===== src/rtl/exu_arbiter.sv =====
// exu_arbiter: round-robin share of one combinational EXU between the
// decode/ALU port (0) and the branch-compare port (1). One op in flight:
// accept -> hold operands EXU_LAT cycles -> capture result -> respond.
module exu_arbiter #(
    parameter int DATAWIDTH = 32,
    parameter int EXU_LAT   = 1
) (
    input  logic                 clk,
    input  logic                 rst_n,
    input  logic                 req0_valid,
    output logic                 req0_ready,
    input  logic [DATAWIDTH-1:0] req0_src1,
    input  logic [DATAWIDTH-1:0] req0_src2,
    input  logic [DATAWIDTH-1:0] req0_imm,
    input  logic [3:0]           req0_mode,
    input  logic                 req1_valid,
    output logic                 req1_ready,
    input  logic [DATAWIDTH-1:0] req1_src1,
    input  logic [DATAWIDTH-1:0] req1_src2,
    input  logic [DATAWIDTH-1:0] req1_imm,
    input  logic [3:0]           req1_mode,
    output logic                 rsp0_valid,
    input  logic                 rsp0_ready,
    output logic                 rsp1_valid,
    input  logic                 rsp1_ready,
    output logic [DATAWIDTH-1:0] rsp_data,
    output logic [DATAWIDTH-1:0] exu_src1,
    output logic [DATAWIDTH-1:0] exu_src2,
    output logic [DATAWIDTH-1:0] exu_imm,
    output logic [3:0]           exu_mode,
    input  logic [DATAWIDTH-1:0] exu_data,
    output logic                 busy,
    output logic                 grant_id
);

    typedef enum logic [1:0] {IDLE, ISSUE, RESP} state_t;

    typedef struct packed {
        logic [DATAWIDTH-1:0] src1;
        logic [DATAWIDTH-1:0] src2;
        logic [DATAWIDTH-1:0] imm;
        logic [3:0]           mode;
    } op_t;

    // Counter preload: ISSUE lasts lat_cnt+1 cycles, so EXU_LAT cycles total.
    localparam logic [3:0] LAT_LOAD = 4'(EXU_LAT - 1);

    state_t     state, state_nxt;
    logic [3:0] lat_cnt, lat_cnt_nxt;
    logic       last_grant;
    logic       win;
    logic       accept;
    logic       capture;
    op_t        op_q;
    op_t [1:0]  req_op;
    logic [1:0] req_valid, req_ready, rsp_valid, rsp_ready;

    assign req_op[0] = {req0_src1, req0_src2, req0_imm, req0_mode};
    assign req_op[1] = {req1_src1, req1_src2, req1_imm, req1_mode};
    assign req_valid = {req1_valid, req0_valid};
    assign rsp_ready = {rsp1_ready, rsp0_ready};

    // Single requester wins outright; on a tie the port that did not go last wins.
    assign win = (req0_valid && req1_valid) ? ~last_grant : req1_valid;

    // Next-state, handshakes and counter update.
    always_comb begin
        state_nxt   = state;
        lat_cnt_nxt = lat_cnt;
        accept      = 1'b0;
        capture     = 1'b0;
        req_ready   = '0;
        rsp_valid   = '0;
        case (state)
            IDLE: begin
                if (|req_valid) begin
                    req_ready[win] = 1'b1;
                    accept         = 1'b1;
                    lat_cnt_nxt    = LAT_LOAD;
                    state_nxt      = ISSUE;
                end
            end
            ISSUE: begin
                if (lat_cnt == 4'd0) begin
                    capture   = 1'b1;
                    state_nxt = RESP;
                end else begin
                    lat_cnt_nxt = lat_cnt - 4'd1;
                end
            end
            RESP: begin
                rsp_valid[grant_id] = 1'b1;
                if (rsp_ready[grant_id]) state_nxt = IDLE;
            end
            default: state_nxt = IDLE;
        endcase
    end

    // State and settle counter.
    always_ff @(posedge clk or negedge rst_n) begin
        if (!rst_n) begin
            state   <= IDLE;
            lat_cnt <= 4'd0;
        end else begin
            state   <= state_nxt;
            lat_cnt <= lat_cnt_nxt;
        end
    end

    // Operand latch on accept, result capture at the end of settle time.
    always_ff @(posedge clk or negedge rst_n) begin
        if (!rst_n) begin
            op_q       <= '0;
            grant_id   <= 1'b0;
            last_grant <= 1'b1;
            rsp_data   <= '0;
        end else begin
            if (accept) begin
                op_q       <= req_op[win];
                grant_id   <= win;
                last_grant <= win;
            end
            if (capture) rsp_data <= exu_data;
        end
    end

    assign req0_ready = req_ready[0];
    assign req1_ready = req_ready[1];
    assign rsp0_valid = rsp_valid[0];
    assign rsp1_valid = rsp_valid[1];
    assign exu_src1   = op_q.src1;
    assign exu_src2   = op_q.src2;
    assign exu_imm    = op_q.imm;
    assign exu_mode   = op_q.mode;
    assign busy       = (state != IDLE);

endmodule

===== config.mk =====
export PLATFORM = sky130hd
export DESIGN_NAME = exu_arbiter
export DESIGN_NICKNAME = d
export VERILOG_FILES = /design/src/rtl/exu_arbiter.sv
export SDC_FILE = /design/constraint.sdc
export NUM_CORES = 1
export LEC_CHECK = 0
export ABC_AREA = 1
export BUFFER_PORTS_ARGS = -buffer_cell sky130_fd_sc_hd__buf_2
export CORE_AREA = 2 2 144 146
export CTS_CLUSTER_SIZE = 20
export DETAILED_ROUTE_END_ITERATION = 16
export DIE_AREA = 0 0 146 148
export PLACE_DENSITY = 0.71
export SLEW_MARGIN = 5
export SYNTH_ARGS = -nofsm -noshare
export SYNTH_HDL_FRONTEND = slang
export SYNTH_SLANG_ARGS = --single-unit

===== constraint.sdc =====
create_clock -name clk -period 1.7 [get_ports clk]
set_input_delay 0.34 -clock clk [delete_from_list [all_inputs] [get_ports clk]]
set_output_delay 0.34 -clock clk [all_outputs]
set_load 0.05 [all_outputs]

Word level (Yosys, flattened, before mapping)
Cells that the tools add are included.
{ "classes": {"reduce_logical": 10, "magnitude_cmp": 4, "muxes": 23, "bitwise": 1, "n_eq_ne": 6, "n_addsub": 1} }
{ "op_table": {"columns": ["operator", "n"], "rows": [
  ["100-bit two-way mux", 2],
  ["2-bit two-way mux", 6],
  ["1-bit two-way mux", 9],
  ["4-bit two-way mux", 2],
  ["2-bit inequality test (second input constant)", 4],
  ["4-bit case mux with 2 select lines", 1],
  ["2-bit case mux with 3 select lines", 1],
  ["3-bit AND reduction", 2],
  ["4-bit logical NOT", 1],
  ["1-bit by 2-bit less-than comparator with 1-bit output (second input constant)", 2],
  ["2-bit nonzero test", 2],
  ["4-bit by 1-bit subtractor with 4-bit output (second input constant)", 1],
  ["1-bit logical AND", 3],
  ["1-bit demux with 1-bit select", 2],
  ["2-bit by 1-bit == test with 1-bit output (second input constant)", 1],
  ["2-bit == test (second input constant)", 1],
  ["1-bit >= comparator (second input constant)", 2],
  ["2-bit logical NOT", 1],
  ["2-bit OR reduction", 1],
  ["1-bit inverter", 1]
]} }
{ "word_totals": {"ff_bits": 140, "input_bits": 238, "output_inout_bits": 138} }

Longest topological paths before layout
{ "depth": {"ltp_word": 8, "ltp_mapped": 7, "ltp_nobuf": 7} }

Worst setup path before layout
OpenSTA, ideal clock, no wires.
{ "synth_path": {"path_kind": "reg2out", "startpoint": "reg grant_id", "endpoint": "out rsp1_valid", "n_path_buf": 0, "path_stages_with_launch": 3, "required_ns": 1.360, "setup_slack_ns": -0.084, "t_arrival_ns": 1.444, "path_cell_list": "dfrtp_1 > inv_1 > nor2_1"} }
{ "synth_via": {"elab_chain_cells": 5} }
{ "synth_rtl": {"columns": ["element", "line", "text"], "rows": [
  ["start: declaration", "33", "output logic grant_id"],
  ["start signal: assignment", "120", "grant_id <= win;"],
  ["1-bit by 2-bit less-than comparator with 1-bit output (implied by the code) / 1-bit >= comparator (equally long branches)", "92", "rsp_valid[grant_id] = 1'b1;"],
  ["1-bit logical AND (implied by the code)", "92", null],
  ["1-bit two-way mux (implied by the code)", "92", null],
  ["1-bit demux with 1-bit select *", "92", null],
  ["2-bit two-way mux *", "74", "case (state)"],
  ["end: declaration", "24", "output logic rsp1_valid,"]
]} }
Mark *: on every way between the ends. The rest lies on a longest branch, timed or not.

Final worst setup path
{ "layout_path": {"startpoint": "reg last_grant", "endpoint": "out req0_ready"} }
{ "layout_via": {"elab_chain_cells": 8} }
{ "layout_rtl": {"columns": ["element", "line", "text"], "rows": [
  ["start: declaration", "50", "logic last_grant;"],
  ["start signal: assignment", "121", "last_grant <= win;"],
  ["1-bit inverter *", "64", "assign win = (req0_valid && req1_valid) ? ~last_grant : req1_valid;"],
  ["1-bit two-way mux *", "64", null],
  ["1-bit by 2-bit less-than comparator with 1-bit output (implied by the code) / 1-bit >= comparator (equally long branches)", "77", "req_ready[win] = 1'b1;"],
  ["1-bit logical AND (implied by the code)", "77", null],
  ["1-bit two-way mux (implied by the code)", "77", null],
  ["1-bit demux with 1-bit select *", "77", null],
  ["2-bit two-way mux *", "76", "if (|req_valid) begin"],
  ["2-bit two-way mux *", "74", null],
  ["end: declaration", "11", "output logic req0_ready,"]
]} }
Marked as above.

==> impl_results.rst <==
.. list-table::
   :header-rows: 1

   * - Metric
     - Value
   * - Final setup skew
     - 0.00970 ns
   * - Antenna viol nets, final
     - 0
   * - Critical path cell sequence
     - nand2_2, nand2_2, inv_2, nor2_4, buf_6
   * - Fillers
     - 2012
   * - Total Nets Final
     - ~1300
   * - Worst EP required
     - ~1.4 ns
   * - Clock sinks
     - 140
   * - Comb power frac
     - 0.552
   * - Clock Tree Root
     - clkbuf_16
   * - Status
     - finished with violations
   * - Wire length per cell
     - 13.8 µm
   * - Endpoint kind of the worst setup timing path
     - primary output
   * - Antenna violations before repair
     - 0
   * - Max Fanout on Critical Path
     - 2
   * - Most common cell on crit path
     - nand2_2
   * - Net Sw Power
     - roughly 0.011 W
   * - WP buf/inv
     - 2
   * - Worst-margin pin slew
     - roughly 0.62 ns
   * - Worst hold slack
     - 0.127 ns
   * - Synthesis-to-finish area growth
     - 49.0%
   * - Total inserted antenna cells
     - 0
   * - Most frequent standard cell in the layout excluding fill and tap cells
     - buf_2
   * - #FFs+latches synth
     - 140
   * - TritonRoute pass-1 iters
     - 5
   * - Category of cells accounting for the largest share of critical-path delay
     - flip-flops
   * - Sum of routed wire length over all layers
     - 19.1 mm
   * - Fraction of layout cells with a size suffix above 1
     - 0.396
   * - Warning count from the yosys run
     - 0
   * - Post-route setup TNS
     - -0.103 ns
   * - Number of DRC markers after the initial detailed-route iteration
     - 249
   * - Main area contributors after synthesis
     - dfrtp_1 (58%), nand2_1 (20%), nand3_1 (7.7%)
   * - Final-report hold violation count
     - 0
   * - Cells after Synth
     - 724
   * - Netlist cell types
     - 21
   * - Cell taking the most area after synthesis
     - dfrtp_1
   * - GRT Residual Overflow
     - 0
   * - CTS tree
     - done
   * - Clock-pin slew on the worst setup and hold paths
     - 0.06 ns
   * - DRC violation count after routing
     - 0
   * - Type of element launching the critical path
     - register
   * - Clk Latency, worst-skew pair
     - about 0.4 ns
   * - Non-filler instance count after layout
     - 1383
   * - Achievable clock frequency
     - 563 MHz
   * - Chip height
     - 148 µm
   * - Leakage power figure
     - 4.94 nW
   * - Area fraction of the dominant cell type after synthesis
     - 0.581
   * - Vias in the first global route
     - 5916
   * - Slowest stage cell on the critical path
     - dfstp_2
   * - Critical path class
     - reg2out
   * - Max Transition Viols Final
     - 0
   * - H-tree depth reported by CTS
     - 4
   * - Floorplan row count
     - between 50 and 60
   * - Leading cell types in the layout, fill and taps excluded
     - buf_2 (370), nand2_1 (322), dfrtp_1 (139)
   * - Switching share of power
     - 0.533
   * - Data arrival time at the worst-slack endpoint
     - around 1.4 ns
   * - FF+latch area
     - 3500 µm²
   * - RSZ-0062 raised after global routing
     - true
   * - HP Class
     - in2reg
   * - Violations in the final reports
     - setup timing
   * - Final worst-path cycle share
     - 1.04
   * - Synthesized area divided by synthesized cell count
     - a little over 8 µm²
   * - DIE WIDTH
     - 146 µm
   * - Routed vias
     - 6101
   * - Worst slew slack as a fraction of its limit
     - 0.589
   * - Net count of the mapped netlist
     - roughly 960
   * - Via density per instance
     - 4.41
   * - Wire length of the first global-routing pass
     - 29.5 mm
   * - Max-capacitance violation count
     - 0
   * - Seq pwr share
     - 0.274
   * - Total die area
     - 21600 µm²
   * - Final GP Congestion
     - approximately 0.82
   * - Time the worst path needs with I/O delays and setup
     - 1.77 ns
   * - Part of the Yosys area used for sequential elements
     - 0.585
   * - Delay of the slowest cell on the worst path
     - 0.54 ns
   * - Post-placement cell count
     - 1346
   * - Final standard cell area without fillers
     - 8920 µm²
   * - Post-synthesis instance area
     - 5990 µm²
   * - Cell area power density
     - 2410 nW/µm²
   * - Core box area
     - 20000 µm²
   * - Count of buffers inserted at the top-level ports
     - 375
   * - Clock network fraction of total power
     - 0.174
   * - Boundary Pins
     - 376
   * - Cell Area, Placed
     - 8240 µm²
   * - HPWL reported at the end of detailed placement
     - 13.8 mm
   * - Worst Slack Setup Final
     - -0.0749 ns
   * - Starting Density
     - 0.299
   * - Maximum number of buffers from clock root to sink
     - 2
   * - Maximum number of pins on one net before global-route repair
     - 66
   * - Setup-violating endpoint count in the final report
     - 2
   * - Post-layout utilization of the core
     - 0.445
   * - IR drop worst, VDD
     - 0.00120 V
   * - Global-route total usage across every layer
     - 0.173
   * - Cts bufs inserted
     - 17
   * - Internal power component
     - 0.0101 W
   * - Footprint of the multi-input gates
     - 2140 µm²
[worst register-to-register path, stage by stage (launching register included)]
cell     delay, ns
dfstp_2       0.54
nand2_2       0.05
nand2_2       0.08
inv_2         0.05
nor2_4        0.14
buf_4         0.17
buf_12        0.21
nand2_1       0.17
nand3_1       0.08
[flip-flops by register name, summed over array words and instances, names as in the netlist]
register,cells
exu_imm,32
exu_src1,32
exu_src2,32
rsp_data,32
exu_mode,4
lat_cnt,4
state,2
grant_id,1
last_grant,1
[per-stage QoR]
step	worst slack (ns)	power (W)
after floorplan	0.0575	0.0146
after global placement	0.0683	0.0176
after detailed placement	0.0472	0.0178
after CTS	-0.125	0.0217
after global routing	-0.143	0.0228
final	-0.0749	0.0215
[timing repair]
action,4_1_cts,5_1_grt
setup buffers,4,0
endpoints found under the setup margin,5,10
gates resized for setup,10,4
pin swaps,5,0
hold buffers,1,0
hold endpoints to repair,27,0
[path summary, 6_finish.rpt]
kind | slack [ns] | depth (start not counted) | startpoint | end
max | -0.07 | 5 | last_grant$_DFFE_PN1P_ | req0_ready
min | 0.13 | 3 | req0_imm[0] | exu_imm[0]$_DFFE_PN0P_
max reg2reg | 0.16 | 8 | last_grant$_DFFE_PN1P_ | exu_imm[9]$_DFFE_PN0P_
min reg2reg | 0.48 | 2 | exu_src1[29]$_DFFE_PN0P_ | exu_src1[29]$_DFFE_PN0P_
max in group asynchronous | 0.75 | 3 | rst_n | exu_src1[2]$_DFFE_PN0P_
min in group asynchronous | 0.40 | 2 | rst_n | rsp_data[19]$_DFFE_PN0P_
[cell type report]
type,instances,share of cell area
repair buffers,396,0.244
clock inverters,14,0.0175
multi-input cells,503,0.241
inverters,42,0.0177
well taps,270,0.0379
clock buffers,18,0.0493
flip-flops and latches,140,0.393
[synth_stat cells]
cell type,n
nand2_1,324
dfrtp_1,139
nand3_1,92
inv_1,40
o21ai_0,39
buf_2,31
o21ai_1,20
nor2_1,19
clkbuf_1,5
buf_6,2
inv_2,2
nor2_4,2
buf_4,1
dfstp_2,1
ha_1,1
nand2_2,1
nand4_1,1
nor2_2,1
nor3_1,1
o21ai_2,1
xor2_1,1
[power groups by stage]
| stage | Sequential [W] | Clock [W] | Combinational, W |
|---|---|---|---|
| finish | 0.00590 | 0.00375 | 0.0119 |
| CTS | 0.00590 | 0.00387 | 0.0120 |
| floorplan | 0.0114 | 0 | 0.00325 |
| global placement | 0.00589 | 0 | 0.0117 |
| detailed placement | 0.00589 | 0 | 0.0119 |
| global route | 0.00610 | 0.00399 | 0.0127 |
[cell families (layout without fill, tap and decap cells)]
| family | Yosys count | in the layout | synth area share |
|---|---|---|---|
| XOR/XNOR | 1 | 1 | 0.00146 |
| flip-flops | 140 | 140 | 0.585 |
| adder cells (fa/ha/maj) | 1 | 1 | 0.00209 |
| AO/OA/AOI/OAI | 60 | 60 | 0.0508 |
| buffers and inverters | 81 | 470 | 0.0604 |
| AND/OR/NAND/NOR | 441 | 441 | 0.300 |
[metal layers]
| metal | GRT usage | share of wire | up-vias |
|---|---|---|---|
| met5 | 0 | 0 | - |
| met4 | 0.0743 | 0.027 | 0 |
| met3 | 0.0410 | 0.064 | 39 |
| met2 | 0.300 | 0.50 | 264 |
| met1 | 0.207 | 0.41 | 2774 |
| li1 | - | - | 3024 |
(Power assumes the default switching activity.)
